### config.mk
export PLATFORM = sky130hd
export DESIGN_NAME = axi_read_scheduler
export DESIGN_NICKNAME = d
export VERILOG_FILES = /design/src/rtl/mips_core_pkg.sv /design/src/rtl/rr_arbiter.sv /design/src/rtl/axi_read_scheduler.sv
export SDC_FILE = /design/constraint.sdc
export NUM_CORES = 1
export LEC_CHECK = 0
export CORE_UTILIZATION = 32
export DETAILED_ROUTE_END_ITERATION = 8
export PLACE_DENSITY = 0.85
export SETUP_SLACK_MARGIN = 0.02
export SYNTH_ARGS = -nofsm -noshare
export SYNTH_HDL_FRONTEND = slang
export SYNTH_SLANG_ARGS = --single-unit
### constraint.sdc
create_clock -name clk -period 1.5 [get_ports clk]
set_input_delay 0.225 -clock clk [delete_from_list [all_inputs] [get_ports clk]]
set_output_delay 0.225 -clock clk [all_outputs]
set_load 0.02 [all_outputs]
### src/rtl/mips_core_pkg.sv
// Shared types and constants for the MIPS core's memory-side blocks.
//   read_sched_state_t : state encoding of the AXI read scheduler FSM
//   AXI_ID_WIDTH       : width of the AXI ARID/RID fields
//   AXI_LEN_WIDTH      : width of the AXI ARLEN field (bursts of 1..16 beats)
package mips_core_pkg;

  localparam int AXI_ID_WIDTH  = 4;
  localparam int AXI_LEN_WIDTH = 4;

  typedef enum logic [1:0] {
    RS_IDLE,
    RS_ADDR,
    RS_DATA
  } read_sched_state_t;

endpackage

### src/rtl/rr_arbiter.sv
// Combinational round-robin priority arbiter.
// Picks the first asserted request searching upward from ptr, wrapping
// around after N-1. Shared by the read scheduler and the future write
// scheduler.
//   req       : per-requester request bits
//   ptr       : index with highest priority this cycle
//   grant     : one-hot grant (all zero when nothing is requested)
//   grant_idx : binary index of the granted requester
//   any_req   : at least one request bit is set
module rr_arbiter #(
  parameter int N  = 2,
  parameter int IW = $clog2(N)
) (
  input  logic [N-1:0]  req,
  input  logic [IW-1:0] ptr,
  output logic [N-1:0]  grant,
  output logic [IW-1:0] grant_idx,
  output logic          any_req
);

  localparam logic [IW:0] N_W = (IW+1)'(N);

  logic [IW:0]   sum;
  logic [IW-1:0] cand;
  logic          found;

  // Walk the requesters in priority order (ptr, ptr+1, ...). The sum is one
  // bit wider than the index so the modulo-N wrap is a single subtract.
  always_comb begin
    grant     = '0;
    grant_idx = '0;
    found     = 1'b0;
    sum       = '0;
    cand      = '0;
    for (int i = 0; i < N; i++) begin
      sum = {1'b0, ptr} + (IW+1)'(i);
      if (sum >= N_W) begin
        sum = sum - N_W;
      end
      cand = sum[IW-1:0];
      if (!found && req[cand]) begin
        found       = 1'b1;
        grant[cand] = 1'b1;
        grant_idx   = cand;
      end
    end
  end

  assign any_req = |req;

endmodule

### src/rtl/axi_read_scheduler.sv
// Round-robin scheduler sharing one external AXI read channel (AR + R)
// among READ_MASTERS cache refill requesters (0 = i_cache, 1 = d_cache).
// Exactly one burst is outstanding; the grant is held from address issue
// until the RLAST beat is handshaked.
//   clk, rst_n      : clock, synchronous active-low reset
//   m_arvalid/arlen/araddr, m_arready : per-master address request side
//   m_rvalid/m_rlast/m_rready, m_rdata : per-master data side (data broadcast)
//   ARVALID..ARADDR, ARREADY          : external AXI address channel
//   RVALID, RREADY, RLAST, RID, RDATA : external AXI data channel
//   busy      : a burst is in flight
//   rid_error : sticky, a handshaked beat carried an RID other than ARID
module axi_read_scheduler
  import mips_core_pkg::*;
#(
  parameter int READ_MASTERS = 2,
  parameter int ADDR_WIDTH   = 32,
  parameter int DATA_WIDTH   = 32
) (
  input  logic                                 clk,
  input  logic                                 rst_n,
  input  logic [READ_MASTERS-1:0]              m_arvalid,
  input  logic [AXI_LEN_WIDTH*READ_MASTERS-1:0] m_arlen,
  input  logic [ADDR_WIDTH*READ_MASTERS-1:0]   m_araddr,
  output logic [READ_MASTERS-1:0]              m_arready,
  output logic [READ_MASTERS-1:0]              m_rvalid,
  output logic [READ_MASTERS-1:0]              m_rlast,
  output logic [DATA_WIDTH-1:0]                m_rdata,
  input  logic [READ_MASTERS-1:0]              m_rready,
  output logic                                 ARVALID,
  input  logic                                 ARREADY,
  output logic [AXI_ID_WIDTH-1:0]              ARID,
  output logic [AXI_LEN_WIDTH-1:0]             ARLEN,
  output logic [ADDR_WIDTH-1:0]                ARADDR,
  input  logic                                 RVALID,
  output logic                                 RREADY,
  input  logic                                 RLAST,
  input  logic [AXI_ID_WIDTH-1:0]              RID,
  input  logic [DATA_WIDTH-1:0]                RDATA,
  output logic                                 busy,
  output logic                                 rid_error
);

  localparam int IW = $clog2(READ_MASTERS);
  localparam logic [IW-1:0] LAST_IDX = IW'(READ_MASTERS - 1);

  read_sched_state_t state, state_next;

  logic [IW-1:0]            rr_ptr;
  logic [IW-1:0]            grant_q;
  logic [READ_MASTERS-1:0]  arb_grant;
  logic [IW-1:0]            arb_idx;
  logic                     arb_any;
  logic [AXI_LEN_WIDTH-1:0] sel_len;
  logic [ADDR_WIDTH-1:0]    sel_addr;
  logic                     r_hs;

  rr_arbiter #(
    .N  (READ_MASTERS),
    .IW (IW)
  ) u_arb (
    .req       (m_arvalid),
    .ptr       (rr_ptr),
    .grant     (arb_grant),
    .grant_idx (arb_idx),
    .any_req   (arb_any)
  );

  // Select the winning master's burst description with the one-hot grant.
  always_comb begin
    sel_len  = '0;
    sel_addr = '0;
    for (int i = 0; i < READ_MASTERS; i++) begin
      if (arb_grant[i]) begin
        sel_len  = m_arlen[AXI_LEN_WIDTH*i +: AXI_LEN_WIDTH];
        sel_addr = m_araddr[ADDR_WIDTH*i +: ADDR_WIDTH];
      end
    end
  end

  assign r_hs = RVALID && RREADY;

  // Next-state logic. Requests are only looked at in IDLE, so a request
  // arriving with the RLAST beat is granted the cycle after IDLE is entered.
  always_comb begin
    state_next = state;
    case (state)
      RS_IDLE: if (arb_any)        state_next = RS_ADDR;
      RS_ADDR: if (ARREADY)        state_next = RS_DATA;
      RS_DATA: if (r_hs && RLAST)  state_next = RS_IDLE;
      default:                     state_next = RS_IDLE;
    endcase
  end

  // State, grant bookkeeping and the latched AR fields. The AR fields are
  // captured once in IDLE, which keeps them stable under ARREADY backpressure
  // even if the master withdraws or changes its request.
  always_ff @(posedge clk) begin
    if (!rst_n) begin
      state     <= RS_IDLE;
      rr_ptr    <= '0;
      grant_q   <= '0;
      ARID      <= '0;
      ARLEN     <= '0;
      ARADDR    <= '0;
      rid_error <= 1'b0;
    end else begin
      state <= state_next;
      if (state == RS_IDLE && arb_any) begin
        grant_q <= arb_idx;
        ARID    <= AXI_ID_WIDTH'(arb_idx);
        ARLEN   <= sel_len;
        ARADDR  <= sel_addr;
      end
      if (state == RS_ADDR && ARREADY) begin
        rr_ptr <= (grant_q == LAST_IDX) ? '0 : grant_q + IW'(1);
      end
      if (state == RS_DATA && r_hs && (RID != ARID)) begin
        rid_error <= 1'b1;
      end
    end
  end

  // Per-master handshake routing; only the granted master sees anything.
  always_comb begin
    m_arready = '0;
    m_rvalid  = '0;
    m_rlast   = '0;
    RREADY    = 1'b0;
    case (state)
      RS_ADDR: m_arready[grant_q] = ARREADY;
      RS_DATA: begin
        m_rvalid[grant_q] = RVALID;
        m_rlast[grant_q]  = RLAST;
        RREADY            = m_rready[grant_q];
      end
      default: ;
    endcase
  end

  assign ARVALID = (state == RS_ADDR);
  assign busy    = (state != RS_IDLE);
  assign m_rdata = RDATA;

endmodule

==> results.txt, run 1 <==
P_int = 2.220 mW
Worst Path Arrival = 1230 ps
Required time worst endpoint = 1270 ps
Detailed Route Iter0 Violations = 47
I/O pin count = 199
Hold/Removal Path Class = input port to output port
Number of global-route vias before repair = 2279
Sw frac = 0.3158
Initial antenna violation count = 0
EDFF count, synth = 0
Drt drc = 0
Seq pwr share = 0.400
Largest delay share family, worst path = buffers and inverters
Total track usage = 0.1848
Vias/cell = 5.185
Core area = 6832 µm²
Vias = 2297
Antenna-violating nets left = 0
First-pass GRT wire length = 10920 µm
H-tree depth = 2
Synth cell types = 25
Setup TNS = 0 ps
Period utilization = 0.9696
Top FF cell, synth = dfxtp_1
CP Cell Sequence = clkdlybuf4s50_1
Port Buffers = 131
Cell taking the most area after synthesis = dfxtp_1
Final Wtd Congestion = 0.7371
Final nets = 464
CP Class = flop to output port
CP Capture Type = output port
Die Ht = 86.27 µm
Ys async rst share = 0
Tmin final = 1454 ps
Syn Area/Cell = 9.125 µm²
Clk pin slew, worst setup/hold paths = 70 ps
Post-synth top area share = 0.3612
Post-DP Area = 3477 µm²
PD cells = 895.2 nW/µm²
CTS Hold Bufs = 0
Layout Utilization = 0.5306
Slew Viols, Final = 0
Remaining global-route overflow = 0
Outcome = completed
Critical path peak fanout = 2
Root buf cell = clkbuf_8
Sw Pwr = 1.025 mW
Clock share of power = 0.220
DIE AREA = 7442 µm²
Largest cells by area after synthesis = dfxtp_1, a32oi_1, buf_4
Detailed-route wire length per cell = 15.65 µm
Mapped Area = 2272 µm²
CTS resizes = 44
Layout cells sized above 1 = 0.1326
Clock Skew = 4.676 ps
Clock latency on the worst-skew pair = 280 ps
Initial core utilization = 0.3326
Startpoint types = flop
Setup violation total in the final timing report = 0
Row cnt = 30
Master of the slowest instance on the critical path = clkdlybuf4s50_1
RSZ-0062 raised after global routing = no
Largest net degree at the start of global routing = 28
Buffers plus inverters on the worst setup path = 1
Worst VDD drop = 0.3916 mV
Leakage power = 1.715 nW
CTS sink count = 41
Longest Clk Path Bufs = 2
Drt pass-1 iters = 4
Final instance area = 3625 µm²
Post-DP HPWL = 5043 µm
Total wire length = 6934 µm
Sequential element share of the synthesized area = 0.3612
Post-CTS setup repair buffer count = 0
Syn Inst Count = 249
MaxCap Viol Count = 0
Synth warnings = 0
CTS tree = built
Seq cells post-synth = 41
Gate power share = 0.380
Inserted Diodes = 0
Slowest stage delay, CP = 610 ps
Fin. Hold Viols = 0
Area Growth Syn to Fin = 59.53%
Max Clk Rate = 687.6 MHz
Die width = 86.27 µm
Layout fillers = 649
Total CTS buffers = 5
## layout by cell type, fill, tap and decap left out, drive strengths merged
cell            n
a211oi         37
a21boi          1
a21oi          39
a32oi          36
and2            1
buf            29
clkbuf          8
clkdlybuf4s15   1
clkdlybuf4s50  86
conb            3
dfxtp          41
dlygate4sd2     9
dlymetal6s2s   27
inv             3
mux2i           2
nand2           2
nand2b          1
nand3b          2
nor2            9
nor2b           4
nor4            1
o21a            2
o21ai           1
or2             1
xnor2           1
## state kept, by name, summed over array words and instances, names as in the netlist
signal     cells
ARLEN          4
rr_ptr         1
ARADDR        32
rid_error      1
state          2
ARID           1
## power groups by stage
stage	Sequential [mW]	Clock [mW]	Combinational, mW
after floorplan	1.46	0	0.624
after global placement	1.32	0	1.24
after detailed placement	1.32	0	1.26
after CTS	1.30	0.747	1.25
after global routing	1.31	0.793	1.32
final	1.30	0.715	1.23
## final timing paths
kind                           start                      end  slack (ps)  cells past startpoint
max          ARADDR[29]$_SDFFE_PN0P_               ARADDR[29]          50                      1
min                        RDATA[23]              m_rdata[23]         450                      0
max reg2reg    state[1]$_SDFFE_PN0P_  ARADDR[22]$_SDFFE_PN0P_         120                      6
min reg2reg   rid_error$_SDFFE_PN0P_   rid_error$_SDFFE_PN0P_         490                      1
## area by class of cell
cell class	instances	area, µm²	area share
Timing Repair Buffer	153	1572	0.4336
Multi-Input combinational cell	143	1008	0.2782
Sequential cell	41	827.0	0.2282
Tap cell	96	120.1	0.03314
Clock buffer	7	86.33	0.02382
Inverter	3	11.26	0.003107
## through the flow
stage / hold slack, ps / instances / setup slack (ps) / total power [mW]
after floorplan: 342.5 / 251 / 256.2 / 2.085
after global placement: 450.1 / 436 / -244.3 / 2.552
after detailed placement: 450.1 / 436 / -328.7 / 2.580
after CTS: 450.1 / 443 / 20.68 / 3.290
after global routing: 450.0 / 443 / 0.7084 / 3.424
final: 450.0 / 443 / 45.63 / 3.245
## logic make-up (layout without fill, tap and decap cells)
| logic type | Yosys count | in the layout | share of synthesized area |
|---|---|---|---|
| xor+xnor | 1 | 1 | 0.003855 |
| compound gates | 116 | 116 | 0.3662 |
| simple gates | 21 | 21 | 0.04791 |
| flops | 41 | 41 | 0.3612 |
| mux | 2 | 2 | 0.008811 |
| buf+inv | 67 | 163 | 0.2104 |
| other cells | 1 | 3 | 0.001650 |
## per-layer routing
| layer | share of wire | GRT usage | vias up |
|---|---|---|---|
| met5 | 0 | 0 | - |
| met4 | 0.022 | 0.08333 | 0 |
| met3 | 0.081 | 0.05429 | 20 |
| met2 | 0.51 | 0.3369 | 105 |
| met1 | 0.38 | 0.1964 | 1065 |
| li1 | - | - | 1107 |
## synth_stat cells (2+ instances only)
cell,n
a211oi_1,36
a21oi_1,39
a32oi_1,36
buf_2,7
buf_4,42
buf_6,8
clkbuf_1,7
dfxtp_1,41
inv_1,3
mux2i_1,2
nand2_1,2
nand3b_1,2
nor2_1,8
nor2b_1,4
o21a_1,2
Power figures use the tool's default switching activity.
==> run 2: changes to the inputs <==
--- a/config.mk
+++ b/config.mk
@@ -5,6 +5,7 @@
 export SDC_FILE = /design/constraint.sdc
 export NUM_CORES = 1
 export LEC_CHECK = 0
+export CORE_ASPECT_RATIO = 0.8
 export CORE_UTILIZATION = 32
 export DETAILED_ROUTE_END_ITERATION = 8
 export PLACE_DENSITY = 0.85
==> run 2 against run 1 <==
Die area hardly changed. Combinational power hardly changed. Sequential power hardly changed. Sequential share of layout area is 0.071 points lower. Via count is 1.1% higher. Non-clock buffer count is 2 higher. Clock power is 30% higher. Critical path type unchanged. Critical endpoint is now m_rvalid[1]. Largest power group unchanged. Highest routed layer unchanged.
==> results.txt, run 2 (synthesis gave the netlist of run 1 again) <==
Total CTS buffers = 5 (unchanged)
Largest Register = ARADDR
CP Capture Type = output port
Critical path peak fanout = 5 (+3)
H-tree depth = 2 (unchanged)
Post-DP Area = 3486 µm² (+0.25%)
Hold path cells = 0 (unchanged)
PnR worst setup slack = 95.65 ps (+50.02 ps)
Tmin final = 1404 ps (-50.02 ps)
Total track usage = 0.1946 (+0.009825)
Setup slack, reg-to-reg = 110 ps (about the same)
Grt met3 use = 0.04510 (-0.009188)
Grt met1 use = 0.2224 (+0.02607)
CTS tree = built
Detailed Route Iter0 Violations = 58 (+23%)
Core area = 6858 µm² (+0.38%)
Clock Skew = 4.003 ps (-0.6728 ps)
Area Growth Syn to Fin = 60.02%
I/O pin count = 199 (unchanged)
Row cnt = 27 (-10%)
Die width = 96.21 µm (+12%)
Largest delay share family, worst path = flip-flops
Fin. Hold Viols = 0 (unchanged)
Detailed-route wire length per cell = 16.89 µm (+7.9%)
Final Wtd Congestion = 0.7777 (+5.5%)
Final nets = 466 (+0.43%)
Total wire length = 7381 µm (+6.4%)
Longest Clk Path Bufs = 2 (unchanged)
RSZ-0062 raised after global routing = no
Outcome = completed
Period utilization = 0.9362 (-0.03334)
Slew Viols, Final = 0 (unchanged)
Largest net degree at the start of global routing = 31 (+11%)
Setup WS pre-CTS = -323.1 ps (+5.532 ps)
Leakage power = 1.729 nW (+0.80%)
CP Class = flop to output port
Crit Reg-Reg Endpoint = ARLEN[3]$_SDFFE_PN0P_
Post-DP HPWL = 5268 µm (+4.5%)
First-pass GRT wire length = 11110 µm (+1.7%)
Placed cell count = 428 (-1.8%)
Largest register FFs = 32 (unchanged)
Remaining global-route overflow = 0 (unchanged)
Required time worst endpoint = 1270 ps (about the same)
Number of global-route vias before repair = 2324 (+2.0%)
Initial antenna violation count = 0 (unchanged)
Commonest non-fill, non-tap cell in the layout = clkdlybuf4s50_1
CP Cell Sequence = nand3b_1 > nor2_1 > buf_2
Root buf cell = clkbuf_8
Initial core utilization = 0.3313 (-0.001274)
Vias/cell = 5.314 (+2.5%)
R2R Path Start = state[1]$_SDFFE_PN0P_
Final instance area = 3636 µm² (+0.31%)
Drt drc = 0 (unchanged)
Worst VDD drop = 0.4170 mV (+6.5%)
CTS sink count = 41 (unchanged)
Die Ht = 77.37 µm (-10%)
DIE AREA = 7444 µm² (about the same)
Most Crowded Layer GR = met2
Max Clk Rate = 712.1 MHz (+3.6%)
Setup TNS = 0 ps (unchanged)
CTS Hold Bufs = 0 (unchanged)
Layout cells sized above 1 = 0.1314 (-0.001136)
Most frequent cells in the layout = clkdlybuf4s50_1, a21oi_1, dfxtp_1, a211oi_1, a32oi_1
Inserted Diodes = 0 (unchanged)
Startpoint types = flop
Port Buffers = 131 (unchanged)
Largest regs = ARADDR (32), ARLEN (4), state (2)
Slowest stage delay, CP = 380 ps (-230 ps)
Clk pin slew, worst setup/hold paths = 80 ps (about the same)
MaxCap Viol Count = 0 (unchanged)
Hold/Removal Path Class = input port to output port
Setup violation total in the final timing report = 0 (unchanged)
Master of the slowest instance on the critical path = dfxtp_4
Worst Path Arrival = 1180 ps (-50 ps)
Worst-case reg-to-reg path depth = 6 (unchanged)
Hold worst-path end = m_rdata[19]
Vias = 2322 (+1.1%)
Hold path start = RDATA[19]
Clock latency on the worst-skew pair = 290 ps (about the same)
Antenna-violating nets left = 0 (unchanged)
PD cells = 951.6 nW/µm² (+6.3%)
GR Util met2 = 0.3454 (+0.008449)
Layout fillers = 620 (-4.5%)
Non-filler cells, final = 437 (-1.4%)
Buffers plus inverters on the worst setup path = 1 (unchanged)
Drt pass-1 iters = 4 (unchanged)
-- run 2: cell types whose count changed in the layout (fill, tap and decap cells not counted), sizes merged --
cell / delta
buf: +2
bufinv: +1
clkdlybuf4s50: -2
dlygate4sd2: +3
dlymetal6s2s: -1
-- run 2: final cells by class --
cell class	count	area [µm²]	area share
Multi-Input combinational cell	143	993.5	0.2732
Sequential cell	41	827.0	0.2275
Clock buffer	7	86.33	0.02374
Inverter	3	11.26	0.003097
Clock inverter	1	30.03	0.008259
Timing Repair Buffer	155	1579	0.4343
Tap cell	87	108.9	0.02994
-- run 2: worst max-delay path by stage --
stage | startpoint | slack (ps) | end | cells past startpoint
after floorplan | ARID[0]$_SDFFE_PN0P_ | 260 | RREADY | 3
after global placement | ARREADY | -250 | m_arready[1] | 4
after detailed placement | RVALID | -320 | m_rvalid[1] | 4
after CTS | ARADDR[22]$_SDFFE_PN0P_ | 20 | ARADDR[22] | 1
after global routing | state[1]$_SDFFE_PN0P_ | 10 | m_rlast[1] | 4
final | state[0]$_SDFFE_PN0P_ | 100 | m_rvalid[1] | 3
-- run 2: what timing repair did --
action / in CTS / in global routing
setup endpoints to repair: 21 / 34
buffers inserted: 1 / 0
hold endpoints to repair: 0 / 0
pin swaps: 1 / 0
resized for setup: 44 / 34
-- run 2: through the flow --
stage,hold slack (ps),power [mW],utilization
after global routing,450.0,3.642,0.5302
after global placement,450.1,2.569,0.5083
after CTS,450.1,3.508,0.5214
after floorplan,342.5,2.085,-
final,450.0,3.460,0.5302
after detailed placement,450.1,2.601,0.5083
-- run 2: power breakdown --
group / leakage [nW] / switching [mW] / internal [mW]
clock network: 0.0585 / 0.386 / 0.543
logic: 1.33 / 0.606 / 0.626
registers: 0.341 / 0.0772 / 1.22
-- run 2: metal layers --
layer	vias to the layer above	part of all wire
met4	0	0.021
met3	17	0.081
met2	106	0.50
met5	-	0
met1	1083	0.40
li1	1116	-
==> run 3: changes to the inputs <==
--- a/config.mk
+++ b/config.mk
@@ -6,7 +6,9 @@
 export NUM_CORES = 1
 export LEC_CHECK = 0
 export CORE_ASPECT_RATIO = 0.8
+export CORE_MARGIN = 10
 export CORE_UTILIZATION = 32
+export CTS_CLUSTER_SIZE = 30
 export DETAILED_ROUTE_END_ITERATION = 8
 export PLACE_DENSITY = 0.85
 export SETUP_SLACK_MARGIN = 0.02
==> run 3 against run 2 <==
Sequential share of layout area grew 0.57 points. Sequential cell count is the same. Power fell by 8.3%. Global-route usage is 5.6 points lower. Non-clock buffer count unchanged. Hold slack barely moved. Routed wire length up 11%. Register-to-register slack better by 20 ps. Setup slack worse by 33 ps. Maximum frequency down 2.3%. Critical path depth shrank 1.
==> results.txt, run 3 (synthesis gave the netlist of run 1 again) <==
Largest register FFs = 32 (unchanged)
Root buf cell = clkbuf_8
Die width = 114.2 µm (+19%)
Drt drc = 0 (unchanged)
Detailed-route wire length per cell = 18.78 µm (+11%)
Slew Viols, Final = 0 (unchanged)
Buffers plus inverters on the worst setup path = 1 (unchanged)
Final nets = 466 (unchanged)
Total wire length = 8171 µm (+11%)
FF/Latch Area = 824.5 µm² (-0.30%)
Vias/cell = 5.287 (-0.49%)
Period utilization = 0.9580 (+0.02175)
Worst-case reg-to-reg path depth = 6 (unchanged)
Vias = 2300 (-0.95%)
Tmin final = 1437 ps (+32.63 ps)
Total track usage = 0.1391 (-0.05555)
Largest Register = ARADDR
Startpoint types = flop
Largest delay share family, worst path = flip-flops
CP Cell Sequence = nor2b_1 > clkdlybuf4s15_1
Worst Path Arrival = 1210 ps (+30 ps)
Multi-input combinational cell area = 1011 µm² (+1.8%)
Slowest stage delay, CP = 420 ps (+40 ps)
Hold path start = RDATA[10]
Remaining global-route overflow = 0 (unchanged)
Port Buffers = 131 (unchanged)
Drt pass-1 iters = 4 (unchanged)
CP Capture Type = output port
CTS tree = built
Setup TNS = 0 ps (unchanged)
Max Clk Rate = 695.9 MHz (-2.3%)
Detailed Route Iter0 Violations = 75 (+29%)
DIE AREA = 10890 µm² (+46%)
Required time worst endpoint = 1270 ps (about the same)
Largest net degree at the start of global routing = 24 (-23%)
Tot Pwr = 3.174 mW (-8.3%)
Layout fillers = 651 (+5.0%)
Area Growth Syn to Fin = 55.62%
Layout cells sized above 1 = 0.1408 (+0.009376)
I/O pin count = 199 (unchanged)
Setup slack, reg-to-reg = 130 ps (+20 ps)
R2R Path Start = state[1]$_SDFFE_PN0P_
Fin. Hold Viols = 0 (unchanged)
Layout Utilization = 0.5131 (-0.01712)
MaxCap Viol Count = 0 (unchanged)
Clock Skew = 3.470 ps (-0.5335 ps)
Antenna-violating nets left = 0 (unchanged)
Die Ht = 95.37 µm (+23%)
Initial core utilization = 0.3297 (-0.001624)
Largest regs = ARADDR (32), ARLEN (4), state (2)
Clock latency on the worst-skew pair = 280 ps (about the same)
Initial antenna violation count = 0 (unchanged)
Leakage power = 1.614 nW (-6.7%)
PD cells = 897.6 nW/µm² (-5.7%)
Clk pin slew, worst setup/hold paths = 70 ps (about the same)
Setup violation total in the final timing report = 0 (unchanged)
Row cnt = 27 (unchanged)
Crit Reg-Reg Endpoint = ARADDR[21]$_SDFFE_PN0P_
Post-DP HPWL = 6491 µm (+23%)
Master of the slowest instance on the critical path = dfxtp_2
Most frequent cells in the layout = clkdlybuf4s50_1, a21oi_1, dfxtp_1, a32oi_1, a211oi_1
Hold/Removal Path Class = input port to output port
Total CTS buffers = 5 (unchanged)
Inserted Diodes = 0 (unchanged)
Hold worst-path end = m_rdata[10]
Core area = 6892 µm² (+0.49%)
Outcome = completed
First-pass GRT wire length = 12410 µm (+12%)
Longest Clk Path Bufs = 2 (unchanged)
Setup WS pre-CTS = -299.2 ps (+23.88 ps)
Critical path peak fanout = 5 (unchanged)
Commonest non-fill, non-tap cell in the layout = clkdlybuf4s50_1
PnR worst setup slack = 63.02 ps (-32.63 ps)
Final Wtd Congestion = 0.8794 (+13%)
Worst VDD drop = 0.3904 mV (-6.4%)
Hold path cells = 0 (unchanged)
CTS sink count = 41 (unchanged)
Final hold slack = 450.0 ps (-0.001000 ps)
H-tree depth = 2 (unchanged)
Number of global-route vias before repair = 2402 (+3.4%)
CTS Hold Bufs = 0 (unchanged)
CP Class = flop to output port
RSZ-0062 raised after global routing = yes
-- run 3: changes by cell type in the layout (fill, tap and decap cells not counted), sizes merged --
| cell | previous run | this run |
|---|---|---|
| buf | 31 | 30 |
| bufinv | 1 | 0 |
| clkbuf | 8 | 7 |
| clkdlybuf4s50 | 84 | 83 |
| clkinv | 0 | 1 |
| dlygate4sd2 | 12 | 20 |
| dlymetal6s2s | 26 | 19 |
-- run 3: worst max path at each step --
| stage | startpoint | endpoint | slack (ps) | depth (start not counted) |
|---|---|---|---|---|
| final | state[0]$_SDFFE_PN0P_ | ARVALID | 60 | 2 |
| after detailed placement | RVALID | m_rvalid[1] | -300 | 4 |
| after global routing | state[0]$_SDFFE_PN0P_ | ARVALID | -1 | 2 |
| after global placement | ARREADY | m_arready[0] | -250 | 4 |
| after floorplan | ARID[0]$_SDFFE_PN0P_ | RREADY | 260 | 3 |
| after CTS | ARADDR[5]$_SDFFE_PN0P_ | ARADDR[5] | 20 | 1 |
-- run 3: timing repair --
action,in CTS,in global routing
setup endpoints to repair,50,56
resized for setup,53,34
setup buffers,1,0
cloned,0,0
-- run 3: per-stage QoR --
| stage | cells | instance area (µm²) |
|---|---|---|
| 2_1_floorplan | 251 | 2280 |
| 3_3_place_gp | 428 | 3423 |
| 3_5_place_dp | 428 | 3423 |
| 4_1_cts | 435 | 3472 |
| 5_1_grt | 435 | 3536 |
| 6_report | 435 | 3536 |
-- run 3: metal layers --
metal / share of wire / vias to the layer above / global-route usage
met1: 0.41 / 1052 / 0.1509
met4: 0.013 / 0 / 0.04479
met3: 0.10 / 19 / 0.06529
met5: 0 / - / 0
li1: - / 1117 / -
met2: 0.48 / 112 / 0.2372
-- run 3: power by group --
group | total (mW) | internal (mW) | switching, mW | leakage (nW)
clock network | 0.656 | 0.306 | 0.350 | 0.0399
registers | 1.30 | 1.22 | 0.0741 | 0.341
logic | 1.22 | 0.603 | 0.619 | 1.23
total | 3.17 | 2.13 | 1.04 | 1.61
-- run 3: cell type report --
class                      instances  area share
sequential                        41      0.2332
tap                               87     0.03079
multi-input combinational        143      0.2859
clock inverter                     1    0.001415
clock buffer                       5     0.01946
inverter                           3    0.003185
timing repair buffer             155      0.4260
